File: src/rtl/line_sequencer.sv
// First-octant Bresenham line micro-sequencer: drives one DPU micro-op per clock
// and raises plot_req for each pixel while the DPU Kbus carries X, Y and colour.
module line_sequencer #(
   parameter logic [3:0] OP_SUB  = 4'd1,
   parameter logic [3:0] OP_SHL  = 4'd2,
   parameter logic [3:0] OP_INC  = 4'd3,
   parameter logic [3:0] OP_ADD  = 4'd4,
   parameter logic [3:0] OP_LOAD = 4'd8,
   parameter logic [3:0] OP_NOP  = 4'd15
) (
   input  logic       clk,
   input  logic       reset,
   input  logic       start,
   input  logic [7:0] xs,
   input  logic [7:0] ys,
   input  logic [7:0] xe,
   input  logic [7:0] ye,
   input  logic [7:0] colour,
   output logic       busy,
   output logic       done,
   output logic       err,
   output logic       plot_req,
   input  logic       plot_ack,
   output logic [3:0] dpu_a,
   output logic [3:0] dpu_b,
   output logic [3:0] dpu_r,
   output logic [3:0] dpu_n,
   output logic [7:0] dpu_mdata,
   input  logic [3:0] dpu_cc
);

   localparam logic [3:0] R_DX     = 4'd0;
   localparam logic [3:0] R_DY     = 4'd1;
   localparam logic [3:0] R_E      = 4'd2;
   localparam logic [3:0] R_EINC   = 4'd3;
   localparam logic [3:0] R_ENOINC = 4'd4;
   localparam logic [3:0] R_XS     = 4'd5;
   localparam logic [3:0] R_XE     = 4'd6;
   localparam logic [3:0] R_YS     = 4'd7;
   localparam logic [3:0] R_YE     = 4'd8;
   localparam logic [3:0] R_X      = 4'd9;
   localparam logic [3:0] R_Y      = 4'd10;
   localparam logic [3:0] R_COL    = 4'd11;
   localparam logic [3:0] R_TMP    = 4'd12;

   typedef enum logic [4:0] {
      S_IDLE, S_LD_XS, S_LD_YS, S_LD_XE, S_LD_YE, S_LD_COL, S_LD_X, S_LD_Y,
      S_DX, S_DXC, S_DY, S_DYC, S_DYDX, S_DYDXC,
      S_SHL, S_EINC1, S_EINC2, S_E0, S_E0C,
      S_PLOT, S_CMP, S_CMPC, S_XSTEP, S_YSTEP, S_EUPD, S_ECHK,
      S_DONE, S_ERR
   } state_t;

   state_t     state, state_nx;
   logic [7:0] xs_q, ys_q, xe_q, ye_q, col_q;
   logic       e_neg;
   logic       range_bad;
   logic       cc_z, cc_n;
   logic [1:0] unused_cc;

   assign cc_z      = dpu_cc[0];
   assign cc_n      = dpu_cc[1];
   assign unused_cc = dpu_cc[3:2];
   assign range_bad = |{xs[7:6], ys[7:6], xe[7:6], ye[7:6]};

   // State register, command latch and the sign of the running error term
   always_ff @(posedge clk) begin
      if (reset) begin
         state <= S_IDLE;
         xs_q  <= 8'd0;
         ys_q  <= 8'd0;
         xe_q  <= 8'd0;
         ye_q  <= 8'd0;
         col_q <= 8'd0;
         e_neg <= 1'b0;
      end else begin
         state <= state_nx;
         if (state == S_IDLE && start) begin
            xs_q  <= xs;
            ys_q  <= ys;
            xe_q  <= xe;
            ye_q  <= ye;
            col_q <= colour;
         end
         if (state == S_E0C || state == S_ECHK)
            e_neg <= cc_n;
      end
   end

   // Micro-op issue and next-state; the *C states consume the flags of the op before
   always_comb begin
      state_nx  = state;
      busy      = 1'b1;
      done      = 1'b0;
      err       = 1'b0;
      plot_req  = 1'b0;
      dpu_n     = OP_NOP;
      dpu_a     = 4'd0;
      dpu_b     = 4'd0;
      dpu_r     = 4'd0;
      dpu_mdata = 8'd0;
      case (state)
         S_IDLE: begin
            busy = 1'b0;
            if (start)
               state_nx = range_bad ? S_ERR : S_LD_XS;
         end
         S_LD_XS:  begin dpu_n = OP_LOAD; dpu_r = R_XS;  dpu_mdata = xs_q;  state_nx = S_LD_YS;  end
         S_LD_YS:  begin dpu_n = OP_LOAD; dpu_r = R_YS;  dpu_mdata = ys_q;  state_nx = S_LD_XE;  end
         S_LD_XE:  begin dpu_n = OP_LOAD; dpu_r = R_XE;  dpu_mdata = xe_q;  state_nx = S_LD_YE;  end
         S_LD_YE:  begin dpu_n = OP_LOAD; dpu_r = R_YE;  dpu_mdata = ye_q;  state_nx = S_LD_COL; end
         S_LD_COL: begin dpu_n = OP_LOAD; dpu_r = R_COL; dpu_mdata = col_q; state_nx = S_LD_X;   end
         S_LD_X:   begin dpu_n = OP_LOAD; dpu_r = R_X;   dpu_mdata = xs_q;  state_nx = S_LD_Y;   end
         S_LD_Y:   begin dpu_n = OP_LOAD; dpu_r = R_Y;   dpu_mdata = ys_q;  state_nx = S_DX;     end
         S_DX:     begin dpu_n = OP_SUB; dpu_r = R_DX; dpu_a = R_XE; dpu_b = R_XS; state_nx = S_DXC; end
         S_DXC:    state_nx = cc_n ? S_ERR : S_DY;
         S_DY:     begin dpu_n = OP_SUB; dpu_r = R_DY; dpu_a = R_YE; dpu_b = R_YS; state_nx = S_DYC; end
         S_DYC:    state_nx = cc_n ? S_ERR : S_DYDX;
         S_DYDX:   begin dpu_n = OP_SUB; dpu_r = R_TMP; dpu_a = R_DX; dpu_b = R_DY; state_nx = S_DYDXC; end
         S_DYDXC:  state_nx = cc_n ? S_ERR : S_SHL;
         S_SHL:    begin dpu_n = OP_SHL; dpu_r = R_ENOINC; dpu_a = R_DY; state_nx = S_EINC1; end
         S_EINC1:  begin dpu_n = OP_SUB; dpu_r = R_EINC; dpu_a = R_ENOINC; dpu_b = R_DX; state_nx = S_EINC2; end
         S_EINC2:  begin dpu_n = OP_SUB; dpu_r = R_EINC; dpu_a = R_EINC; dpu_b = R_DX; state_nx = S_E0; end
         S_E0:     begin dpu_n = OP_SUB; dpu_r = R_E; dpu_a = R_ENOINC; dpu_b = R_DX; state_nx = S_E0C; end
         S_E0C:    state_nx = S_PLOT;
         S_PLOT: begin
            plot_req = 1'b1;
            if (plot_ack)
               state_nx = S_CMP;
         end
         S_CMP:    begin dpu_n = OP_SUB; dpu_r = R_TMP; dpu_a = R_X; dpu_b = R_XE; state_nx = S_CMPC; end
         S_CMPC:   state_nx = cc_z ? S_DONE : S_XSTEP;
         S_XSTEP:  begin dpu_n = OP_INC; dpu_r = R_X; dpu_a = R_X; state_nx = S_YSTEP; end
         S_YSTEP: begin
            if (!e_neg) begin
               dpu_n = OP_INC;
               dpu_r = R_Y;
               dpu_a = R_Y;
            end
            state_nx = S_EUPD;
         end
         S_EUPD: begin
            dpu_n    = OP_ADD;
            dpu_r    = R_E;
            dpu_a    = R_E;
            dpu_b    = e_neg ? R_ENOINC : R_EINC;
            state_nx = S_ECHK;
         end
         S_ECHK:   state_nx = S_PLOT;
         S_DONE:   begin done = 1'b1; state_nx = S_IDLE; end
         S_ERR:    begin err  = 1'b1; state_nx = S_IDLE; end
         default:  state_nx = S_IDLE;
      endcase
   end

endmodule

File: config.mk
export PLATFORM = sky130hd
export DESIGN_NAME = line_sequencer
export DESIGN_NICKNAME = d
export VERILOG_FILES = /design/src/rtl/line_sequencer.sv
export SDC_FILE = /design/constraint.sdc
export NUM_CORES = 1
export LEC_CHECK = 0
export BUFFER_PORTS_ARGS = -buffer_cell sky130_fd_sc_hd__buf_2
export CORE_MARGIN = 4
export CORE_UTILIZATION = 55
export CTS_BUF_LIST = sky130_fd_sc_hd__clkbuf_8
export DETAILED_ROUTE_END_ITERATION = 12
export PLACE_DENSITY_LB_ADDON = 0.3
export REMOVE_ABC_BUFFERS = 1
export SLEW_MARGIN = 15
export SYNTH_ARGS = -nofsm -noshare
export SYNTH_HDL_FRONTEND = slang
export SYNTH_SLANG_ARGS = --single-unit
File: constraint.sdc
create_clock -name clk -period 3.88 [get_ports clk]
set_input_delay 0.582 -clock clk [delete_from_list [all_inputs] [get_ports clk]]
set_output_delay 0.582 -clock clk [all_outputs]
set_load 0.1 [all_outputs]
==> impl_metrics.py, run 1 <==
metrics = {
    "critical_path": {
        "worstPathCellList": "buf_4 -> nor2b_1 -> a22oi_1 -> o21ai_0 -> buf_2",
        "critical_path.reg2reg.startpoint": "state[3]",
        "worst-endpoint-arrival_ns": 2.70,
        "worstPathMaxFanout": 22,
        "cells_on_worst_reg2reg_path": 5,
        "worst_ep_required_time_ns": 3.30,
        "timing.critical_path.from_type": "flop",
        "worst-r2r-setup-slack_ns": 1.63,
        "critical_setup_path_kind": "reg2out",
        "critical_path.reg2reg.endpoint": "state[1]",
        "worst_path_max_delay_cell": "sky130_fd_sc_hd__dfxtp_1",
        "crit_path_end_kind": "primary output",
        "critical_path.max_stage_delay_ns": 0.78,
    },
    "pwr": {
        "clock_power_share_pct": 9.9,
        "worst_ir_drop_vdd_v": 0.0008174,
        "p_per_area_nw_per_um2": 963.0,
        "sequentialPowerShare_pct": 22.8,
        "p_total_w": 0.003005,
        "internal-power_w": 0.001170,
        "share_comb_of_total_power_pct": 67.3,
        "power.static_leakage_nw": 1.300,
        "swShare_pct": 61.06,
        "power.switching_w": 0.001835,
    },
    "layout": {
        "antenna-diode-count": 0,
        "layout.nets": 465,
        "area_delta_synth_final_pct": 14.77,
        "layout-drive-gt1-share_pct": 23.21,
        "finalCoreUtilization_pct": 65.63,
        "final_cell_mix": "sky130_fd_sc_hd__nand2_1, sky130_fd_sc_hd__buf_2, sky130_fd_sc_hd__a21oi_1",
        "mostFrequentLayoutCell": "sky130_fd_sc_hd__nand2_1",
        "fillers": 445,
    },
    "yosys": {
        "synth_area_per_cell_sq_um": 7.388,
        "synth-seq-cells": 46,
        "synth.distinct_cells": 54,
        "post_synth_mux_area_share_pct": 1.473,
        "dominant_combinational_cell_family_by_area_after_synthesis": "compound AO/OA/AOI/OAI gates",
        "number_of_enable_type_register_cells_in_the_synthesized_netlist": 0,
        "mapped_area_sq_um": 2719,
        "synth_compound_area_share_pct": 29.59,
        "yosysSeqAreaShare_pct": 33.87,
        "post_synthesis_share_of_cell_area_spent_on_xor_and_xnor_gates_pct": 0.6443,
        "synthesis.instances": 368,
        "synth_warnings": 0,
        "yosys.area_share.simple_pct": 26.60,
        "synth_flop_cell": "sky130_fd_sc_hd__dfxtp_1",
        "synth_adder_area_share_pct": 0,
        "synthArstFlopShare_pct": 0,
    },
    "sta": {
        "final-setup-viol-count": 0,
        "hold_viol": 0,
        "rsz0062_at_grt": "false",
        "maxSlewViolCount": 0,
        "finalCritPeriodShare_pct": 84.53,
        "fin_skew_ns": 0.003188,
        "slew_headroom_pct": 37.11,
        "max_freq_mhz": 304.9,
        "tightestPinTransition_ns": 0.9408,
        "min_period_ns": 3.280,
    },
    "clocking": {
        "clk_pin_slew_worst_paths_ns": 0.08,
        "tritoncts": "done",
        "htree_levels": 2,
        "clock-sinks": 46,
        "cts-buffers-inserted": 5,
        "max-clock-path-buffers": 2,
        "cts-resized-gates": 0,
        "clk-insertion-delay-late_ns": 0.30,
        "cts-hold-fix-buffers": 0,
        "post_cts_setup_repair_buffer_count": 0,
        "cts-root-buf": "sky130_fd_sc_hd__clkbuf_8",
    },
    "drt": {
        "route.met3.wl_um": 430,
        "drt_iter0_markers": 306,
        "drt_pre_antenna_iters": 5,
        "top_signal_layer_used": "met4",
        "vias": 2802,
        "totalWireLength_mm": 7.044,
        "antenna_left": 0,
        "dr_wl_met2_mm": 3.351,
        "wl_met1_mm": 3.184,
        "detail_route.vias_per_cell": 5.777,
        "drcViolationCount": 0,
        "wl_per_cell_um": 14.52,
    },
    "hold_path": {
        "worst_hold_path_type": "reg2reg",
        "timing.hold.worst_path_depth": 2,
        "holdPathEnd": "col_q[7]",
        "worstHoldStart": "col_q[7]",
    },
    "floorplanning": {
        "fp.dieW_um": 78.31,
        "chipHeight_um": 78.31,
        "initial_utilization_pct": 57.18,
        "core_area_sq_um": 4755,
        "fp-row-count": 25,
        "floorplan.io_pins": 76,
        "dieArea_sq_um": 6132,
    },
    "placement": {
        "globalplace.congestion": 0.8791,
        "dp.final_hpwl_mm": 4.670,
        "port_buffers": 72,
    },
    "global_routing": {
        "grt_antenna_before_repair": 0,
        "grt_first_pass_wirelength_mm": 11.50,
        "grt_pass1_vias": 2491,
        "global_route.overflow_total": 0,
        "grt_max_degree": 46,
        "track_usage_pct": 22.99,
    },
    "outcome": {
        "outcome": "complete, no violations",
    },
    "flow_run": {
        "max_cap_viol_count": 0,
    },
}
## per-stage QoR
step / TNS [ns] / instances / cell area [sq um] / worst slack (ns) / hold slack [ns]
global route: 0 / 485 / 3120 / 0.4934 / 0.4757
floorplan: -1.295 / 330 / 2525 / -0.4323 / 0.4300
detailed placement: 0 / 477 / 3029 / 0.9995 / 0.4462
finish: 0 / 485 / 3120 / 0.6001 / 0.4591
CTS: 0 / 485 / 3120 / 0.6676 / 0.4584
global placement: 0 / 477 / 3029 / 1.006 / 0.4419
## power by group through the flow
| stage | sequential, W | combinational [W] | clock [W] |
|---|---|---|---|
| 2_1_floorplan | 0.000758 | 0.00154 | 0 |
| 3_3_place_gp | 0.000687 | 0.00199 | 0 |
| 3_5_place_dp | 0.000693 | 0.00201 | 0 |
| 4_1_cts | 0.000683 | 0.00201 | 0.000301 |
| 5_1_grt | 0.000700 | 0.00215 | 0.000313 |
| 6_report | 0.000685 | 0.00202 | 0.000297 |
## how the worst max path moves through the flow
stage,startpoint,end,cells after the start
floorplan,state[4],dpu_n[3],4
global placement,state[1],dpu_mdata[6],5
detailed placement,state[3],dpu_mdata[7],5
CTS,state[3],dpu_mdata[6],5
global route,state[3],dpu_mdata[5],5
finish,state[3],dpu_a[2],5
## final cells by class
class | count | area [sq um] | share of cell area, %
Sequential cell | 46 | 920.9 | 29.51
Inverter | 4 | 15.01 | 0.4812
Multi-Input combinational cell | 280 | 1589 | 50.92
Tap cell | 67 | 83.83 | 2.686
Clock inverter | 2 | 8.758 | 0.2807
Clock buffer | 6 | 82.58 | 2.646
Timing Repair Buffer | 80 | 420.4 | 13.47
## sequential cells by signal, indices dropped and copies added (netlist names)
signal  flops
e_neg       1
ys_q        8
ye_q        8
xe_q        8
state       5
col_q       8
xs_q        8
## cell usage after synthesis (3+ instances only)
cell type                  instances  area share (%)
sky130_fd_sc_hd__nand2_1          92              13
sky130_fd_sc_hd__a21oi_1          53             9.8
sky130_fd_sc_hd__dfxtp_1          46              34
sky130_fd_sc_hd__a22o_1           17             5.5
sky130_fd_sc_hd__clkbuf_1         16             2.2
sky130_fd_sc_hd__o21ai_0          16             2.9
sky130_fd_sc_hd__nor2_1           15             2.1
sky130_fd_sc_hd__buf_2            14             2.6
sky130_fd_sc_hd__a211o_1           8             2.6
sky130_fd_sc_hd__nor2b_1           6             1.4
sky130_fd_sc_hd__nor3b_1           6             1.7
sky130_fd_sc_hd__and3_1            5             1.2
sky130_fd_sc_hd__buf_4             5             1.4
sky130_fd_sc_hd__a22oi_1           4             1.1
sky130_fd_sc_hd__mux2i_1           4             1.5
sky130_fd_sc_hd__o22ai_1           4            0.92
sky130_fd_sc_hd__inv_1             3            0.41
sky130_fd_sc_hd__o211ai_1          3            0.83
sky130_fd_sc_hd__or2_2             3            0.69
## worst max-delay path: cells and delay by family, from the launching register on
kind	cells	cell delay (ns)
AOI/OAI and AO/OA	2	0.38
buffers and inverters	2	0.78
DFF	1	0.78
and+or+nand+nor	1	0.46
## per-layer routing
metal / vias up / track usage, %
met2: 94 / 38.01
met1: 1309 / 30.97
met5: - / 0
li1: 1388 / -
met4: 0 / 6.294
met3: 11 / 3.899
## logic make-up (layout without fill, tap and decap cells)
kind of cell | count (synthesis) | count (layout)
buffers and inverters | 42 | 92
xor gates and xnor gates | 2 | 2
AOI/OAI and AO/OA | 124 | 124
and+or+nand+nor | 149 | 149
muxes | 4 | 4
DFF | 46 | 46
other | 1 | 1
Power figures use the tool's default switching activity.
==> run 2: changes to the inputs <==
--- a/config.mk
+++ b/config.mk
@@ -7,7 +7,7 @@
 export LEC_CHECK = 0
 export BUFFER_PORTS_ARGS = -buffer_cell sky130_fd_sc_hd__buf_2
 export CORE_MARGIN = 4
-export CORE_UTILIZATION = 55
+export CORE_UTILIZATION = 49
 export CTS_BUF_LIST = sky130_fd_sc_hd__clkbuf_8
 export DETAILED_ROUTE_END_ITERATION = 12
 export PLACE_DENSITY_LB_ADDON = 0.3
==> constraint.sdc (replaced) <==
create_clock -name clk -period 3 [get_ports clk]
set_input_delay 0.45 -clock clk [delete_from_list [all_inputs] [get_ports clk]]
set_output_delay 0.45 -clock clk [all_outputs]
set_load 0.1 [all_outputs]
==> run 2 against run 1 <==
  * Count of clock-buffer cells in the layout is 1 lower
  * Die area grew 11%
  * Final area is 7.4% higher
  * Global-route usage is 0.89 points lower
  * Utilization shrank 1.7 points
==> impl_metrics.py, run 2 (same netlist as run 1, synthesis figures left out) <==
metrics = {
    "sta": {
        "max_freq_mhz": 354.6,
        "slew_headroom_pct": 53.23,
        "tightestPinTransition_ns": 0.6838,
        "finalCritPeriodShare_pct": 94.02,
        "hold_viol": 0,
        "final-setup-viol-count": 0,
        "rsz0062_at_grt": "false",
        "min_period_ns": 2.820,
        "layout_setup_ws_ns": 0.1795,
        "fin_skew_ns": 0.007165,
        "maxSlewViolCount": 0,
        "worst_hold_slack_ns": 0.3752,
    },
    "critical_path": {
        "worst_path_max_delay_cell": "sky130_fd_sc_hd__dfxtp_1",
        "critical_path.max_stage_delay_ns": 0.54,
        "worstPathMaxFanout": 19,
        "timing.critical_path.buf_inv": 2,
        "worst-endpoint-arrival_ns": 2.37,
        "critical-path-top-delay-family": "compound AO/OA/AOI/OAI gates",
        "timing.critical_path.from_type": "flop",
        "worst_ep_required_time_ns": 2.55,
        "crit_path_end_kind": "primary output",
        "worstPathCellList": "buf_4 -> xnor2_1 -> and3_1 -> a22o_1 -> a211o_1 -> buf_12",
        "critical_setup_path_kind": "reg2out",
    },
    "drt": {
        "drt_iter0_markers": 214,
        "totalWireLength_mm": 7.394,
        "route.met3.wl_um": 435,
        "drt_pre_antenna_iters": 5,
        "dr_wl_met2_mm": 3.514,
        "top_signal_layer_used": "met4",
        "drcViolationCount": 0,
        "antenna_left": 0,
        "vias": 2857,
        "detail_route.vias_per_cell": 5.760,
        "wl_met1_mm": 3.358,
        "wl_per_cell_um": 14.91,
    },
    "floorplanning": {
        "initial_utilization_pct": 51.91,
        "dieArea_sq_um": 6805,
        "floorplan.io_pins": 76,
        "chipHeight_um": 82.49,
        "fp-row-count": 26,
        "fp.dieW_um": 82.49,
        "core_area_sq_um": 5238,
    },
    "layout": {
        "area_delta_synth_final_pct": 23.24,
        "antenna-diode-count": 0,
        "mostFrequentLayoutCell": "sky130_fd_sc_hd__nand2_1",
        "layout.nets": 473,
        "finalNonFillerCells": 496,
        "final_cell_mix": "sky130_fd_sc_hd__nand2_1, sky130_fd_sc_hd__buf_2, sky130_fd_sc_hd__a21oi_1",
        "layout-drive-gt1-share_pct": 25.35,
    },
    "hold_path": {
        "worst_hold_path_type": "in2reg",
    },
    "outcome": {
        "outcome": "complete, no violations",
    },
    "clocking": {
        "cts-resized-gates": 1,
        "post_cts_setup_repair_buffer_count": 0,
        "tritoncts": "done",
        "cts-root-buf": "sky130_fd_sc_hd__clkbuf_8",
        "htree_levels": 2,
        "max-clock-path-buffers": 2,
        "clock-sinks": 46,
        "clk_pin_slew_worst_paths_ns": 0.09,
        "clk-insertion-delay-late_ns": 0.30,
        "cts-buffers-inserted": 5,
        "cts-hold-fix-buffers": 0,
    },
    "pwr": {
        "power.static_leakage_nw": 1.374,
        "worst_ir_drop_vdd_v": 0.001066,
        "p_per_area_nw_per_um2": 1228,
    },
    "global_routing": {
        "global_route.overflow_total": 0,
        "grt_antenna_before_repair": 0,
        "grt_first_pass_wirelength_mm": 11.74,
        "track_usage_pct": 22.10,
        "grt_pass1_vias": 2480,
        "grt_max_degree": 39,
    },
    "placement": {
        "dpl.cell_count": 488,
        "port_buffers": 72,
        "dp.final_hpwl_mm": 5.122,
        "placement.setup.worst_slack_ns": 0.3362,
        "globalplace.congestion": 0.9314,
    },
    "flow_run": {
        "max_cap_viol_count": 0,
    },
}
[run 2: final cells by class]
cell class              instances  area [sq um]
clock buffers                   5         68.82
clock inverters                 3         43.79
fillers                       479          1887
inverters                       4         15.01
multi-input cells             280          1600
flip-flops and latches         46         922.1
well taps                      70         87.58
repair buffers                 88         613.1
[run 2: power by group]
part	switching [W]	total [W]	internal, W
logic	0.00202	0.00272	0.000699
clock network	0.000214	0.000464	0.000250
registers	0.000182	0.000929	0.000746
total	0.00242	0.00412	0.00170
[run 2: tightest hold or removal path: cells and delay by family]
kind	cells	cell delay (ns)
buffers and inverters	1	0.09
and+or+nand+nor	1	0.04
AOI/OAI and AO/OA	1	0.05
[run 2: final timing paths]
path | from | endpoint | slack (ns) | cells past startpoint
max | state[0] | dpu_mdata[4] | 0.18 | 6
min | colour[1] | col_q[1] | 0.38 | 3
max reg2reg | state[2] | state[1] | 0.79 | 5
min reg2reg | ys_q[4] | ys_q[4] | 0.46 | 2
[run 2: routing by layer]
| layer | up-vias | global-route usage (%) |
|---|---|---|
| met1 | 1329 | 30.56 |
| li1 | 1406 | - |
| met2 | 110 | 35.50 |
| met4 | 0 | 5.882 |
| met5 | - | 0 |
| met3 | 12 | 3.905 |
[run 2: per-stage QoR]
stage          utilization (%)  total power (W)  area (sq um)  setup TNS [ns]
4_1_cts                  63.90         0.004100          3347               0
3_5_place_dp             61.59         0.003630          3226               0
2_1_floorplan                -         0.002968          2525          -6.989
5_1_grt                  63.98         0.004330          3351               0
6_report                 63.98         0.004116          3351               0
3_3_place_gp             61.59         0.003589          3226               0
==> run 3: changes to the inputs <==
==> constraint.sdc (replaced) <==
create_clock -name clk -period 3 [get_ports clk]
set_input_delay 0.45 -clock clk [delete_from_list [all_inputs] [get_ports clk]]
set_output_delay 0.45 -clock clk [all_outputs]
set_load 0.01 [all_outputs]
==> run 3 against run 2 <==
  * Register-to-register slack improved by 0.15 ns
  * Utilization fell by 3.5 points
  * Worst setup slack got worse by 0.046 ns
  * First-iteration DRC count rose by 24%
  * Die area did not move
==> impl_metrics.py, run 3 (same netlist as run 1, synthesis figures left out) <==
metrics = {
    "global_routing": {
        "grt_max_degree": 41,
        "grt_pass1_vias": 2606,
        "grt_first_pass_wirelength_mm": 11.70,
        "global_route.overflow_total": 0,
        "grt_antenna_before_repair": 0,
        "track_usage_pct": 21.78,
    },
    "sta": {
        "slew_headroom_pct": 36.15,
        "finalCritPeriodShare_pct": 95.53,
        "fin_skew_ns": 0.002006,
        "min_period_ns": 2.866,
        "max_freq_mhz": 348.9,
        "setup_total_negative_slack_ns": 0,
        "tightestPinTransition_ns": 0.9552,
        "rsz0062_at_grt": "false",
        "final-setup-viol-count": 0,
        "maxSlewViolCount": 0,
        "hold_viol": 0,
    },
    "floorplanning": {
        "chipHeight_um": 82.49,
        "dieArea_sq_um": 6805,
        "initial_utilization_pct": 51.91,
        "floorplan.io_pins": 76,
        "fp-row-count": 26,
        "core_area_sq_um": 5238,
        "fp.dieW_um": 82.49,
    },
    "clocking": {
        "htree_levels": 2,
        "clk_pin_slew_worst_paths_ns": 0.09,
        "clk-insertion-delay-late_ns": 0.30,
        "tritoncts": "done",
        "clock-sinks": 46,
        "cts-root-buf": "sky130_fd_sc_hd__clkbuf_8",
        "max-clock-path-buffers": 2,
        "post_cts_setup_repair_buffer_count": 0,
        "cts-buffers-inserted": 5,
    },
    "layout": {
        "fillers": 503,
        "mostFrequentLayoutCell": "sky130_fd_sc_hd__nand2_1",
        "antenna-diode-count": 0,
        "layout-drive-gt1-share_pct": 24.35,
        "seqCellArea_sq_um": 922.1,
        "design_area_sq_um": 3167,
        "area_of_the_multi_input_gates_sq_um": 1589,
        "area_delta_synth_final_pct": 16.48,
        "layout.nets": 470,
        "finalCoreUtilization_pct": 60.46,
        "final_cell_mix": "sky130_fd_sc_hd__nand2_1, sky130_fd_sc_hd__buf_2, sky130_fd_sc_hd__a21oi_1",
    },
    "critical_path": {
        "worst-r2r-setup-slack_ns": 0.94,
        "timing.critical_path.from_type": "flop",
        "critical_path.reg2reg.startpoint": "state[3]",
        "worst-endpoint-arrival_ns": 2.42,
        "cp_endpoint": "dpu_mdata[2]",
        "critical_setup_path_kind": "reg2out",
        "worst_ep_required_time_ns": 2.55,
        "cells_on_worst_reg2reg_path": 5,
        "crit_start": "state[2]",
        "crit_path_end_kind": "primary output",
        "worstPathMaxFanout": 9,
        "critical_path.reg2reg.endpoint": "state[1]",
    },
    "drt": {
        "drt_pre_antenna_iters": 5,
        "wl_per_cell_um": 14.64,
        "detail_route.vias_per_cell": 5.710,
        "antenna_left": 0,
        "vias": 2815,
        "totalWireLength_mm": 7.219,
        "drcViolationCount": 0,
        "drt_iter0_markers": 265,
    },
    "hold_path": {
        "worstHoldStart": "xs[3]",
        "worst_hold_path_type": "in2reg",
    },
    "pwr": {
        "worst_ir_drop_vdd_v": 0.0004433,
        "p_per_area_nw_per_um2": 898.2,
        "power.static_leakage_nw": 1.327,
    },
    "placement": {
        "port_buffers": 72,
        "placedInstanceArea_sq_um": 3070,
        "dp.final_hpwl_mm": 4.936,
        "globalplace.congestion": 0.9101,
    },
    "flow_run": {
        "max_cap_viol_count": 0,
    },
    "outcome": {
        "outcome": "complete, no violations",
    },
}
-- run 3: where the power goes --
part           switching [W]  internal (W)  total (W)
registers           0.000165      0.000746   0.000911
logic               0.000932      0.000601    0.00153
clock network       0.000213      0.000187   0.000400
-- run 3: layout make-up --
class / count / share of cell area (%)
multi-input cells: 280 / 50.18
flip-flops and latches: 46 / 29.12
repair buffers: 85 / 14.46
well taps: 70 / 2.766
clock buffers: 6 / 2.608
inverters: 4 / 0.4741
clock inverters: 2 / 0.3951
-- run 3: how the worst min path moves through the flow --
stage	slack, ns	endpoint	cells after the start
2_1_floorplan	0.43	col_q[0]	2
3_3_place_gp	0.44	ye_q[7]	2
3_5_place_dp	0.45	xs_q[0]	2
4_1_cts	0.37	xs_q[3]	3
5_1_grt	0.38	ys_q[3]	3
6_report	0.38	xs_q[3]	3
-- run 3: routing by layer --
| layer | global-route usage [%] | up-vias | wire [um] |
|---|---|---|---|
| li1 | - | 1397 | - |
| met1 | 29.12 | 1285 | 3239 |
| met2 | 36.14 | 125 | 3384 |
| met3 | 3.688 | 8 | 527 |
| met4 | 6.046 | 0 | 68 |
| met5 | 0 | - | 0 |
-- run 3: critical path, cell delays in order (launching register included) --
cell,delay [ns]
sky130_fd_sc_hd__dfxtp_1,0.57
sky130_fd_sc_hd__nor2b_2,0.24
sky130_fd_sc_hd__nor4b_2,0.79
sky130_fd_sc_hd__a22o_1,0.27
sky130_fd_sc_hd__a211o_1,0.11
sky130_fd_sc_hd__buf_2,0.13
-- run 3: what timing repair did --
item,in CTS,in global routing
resized for setup,0,1
hold buffers,0,0
setup endpoints to repair,0,10
-- run 3: per-stage QoR --
stage          hold WS, ns  power, W  setup slack (ns)  cells
2_1_floorplan       0.4300  0.001887            0.4629    330
3_3_place_gp        0.4427  0.002407            0.4769    485
3_5_place_dp        0.4473  0.002438            0.4445    485
4_1_cts             0.3733  0.002840            0.1037    493
5_1_grt             0.3772  0.003055          0.007774    493
6_report            0.3799  0.002844            0.1340    493
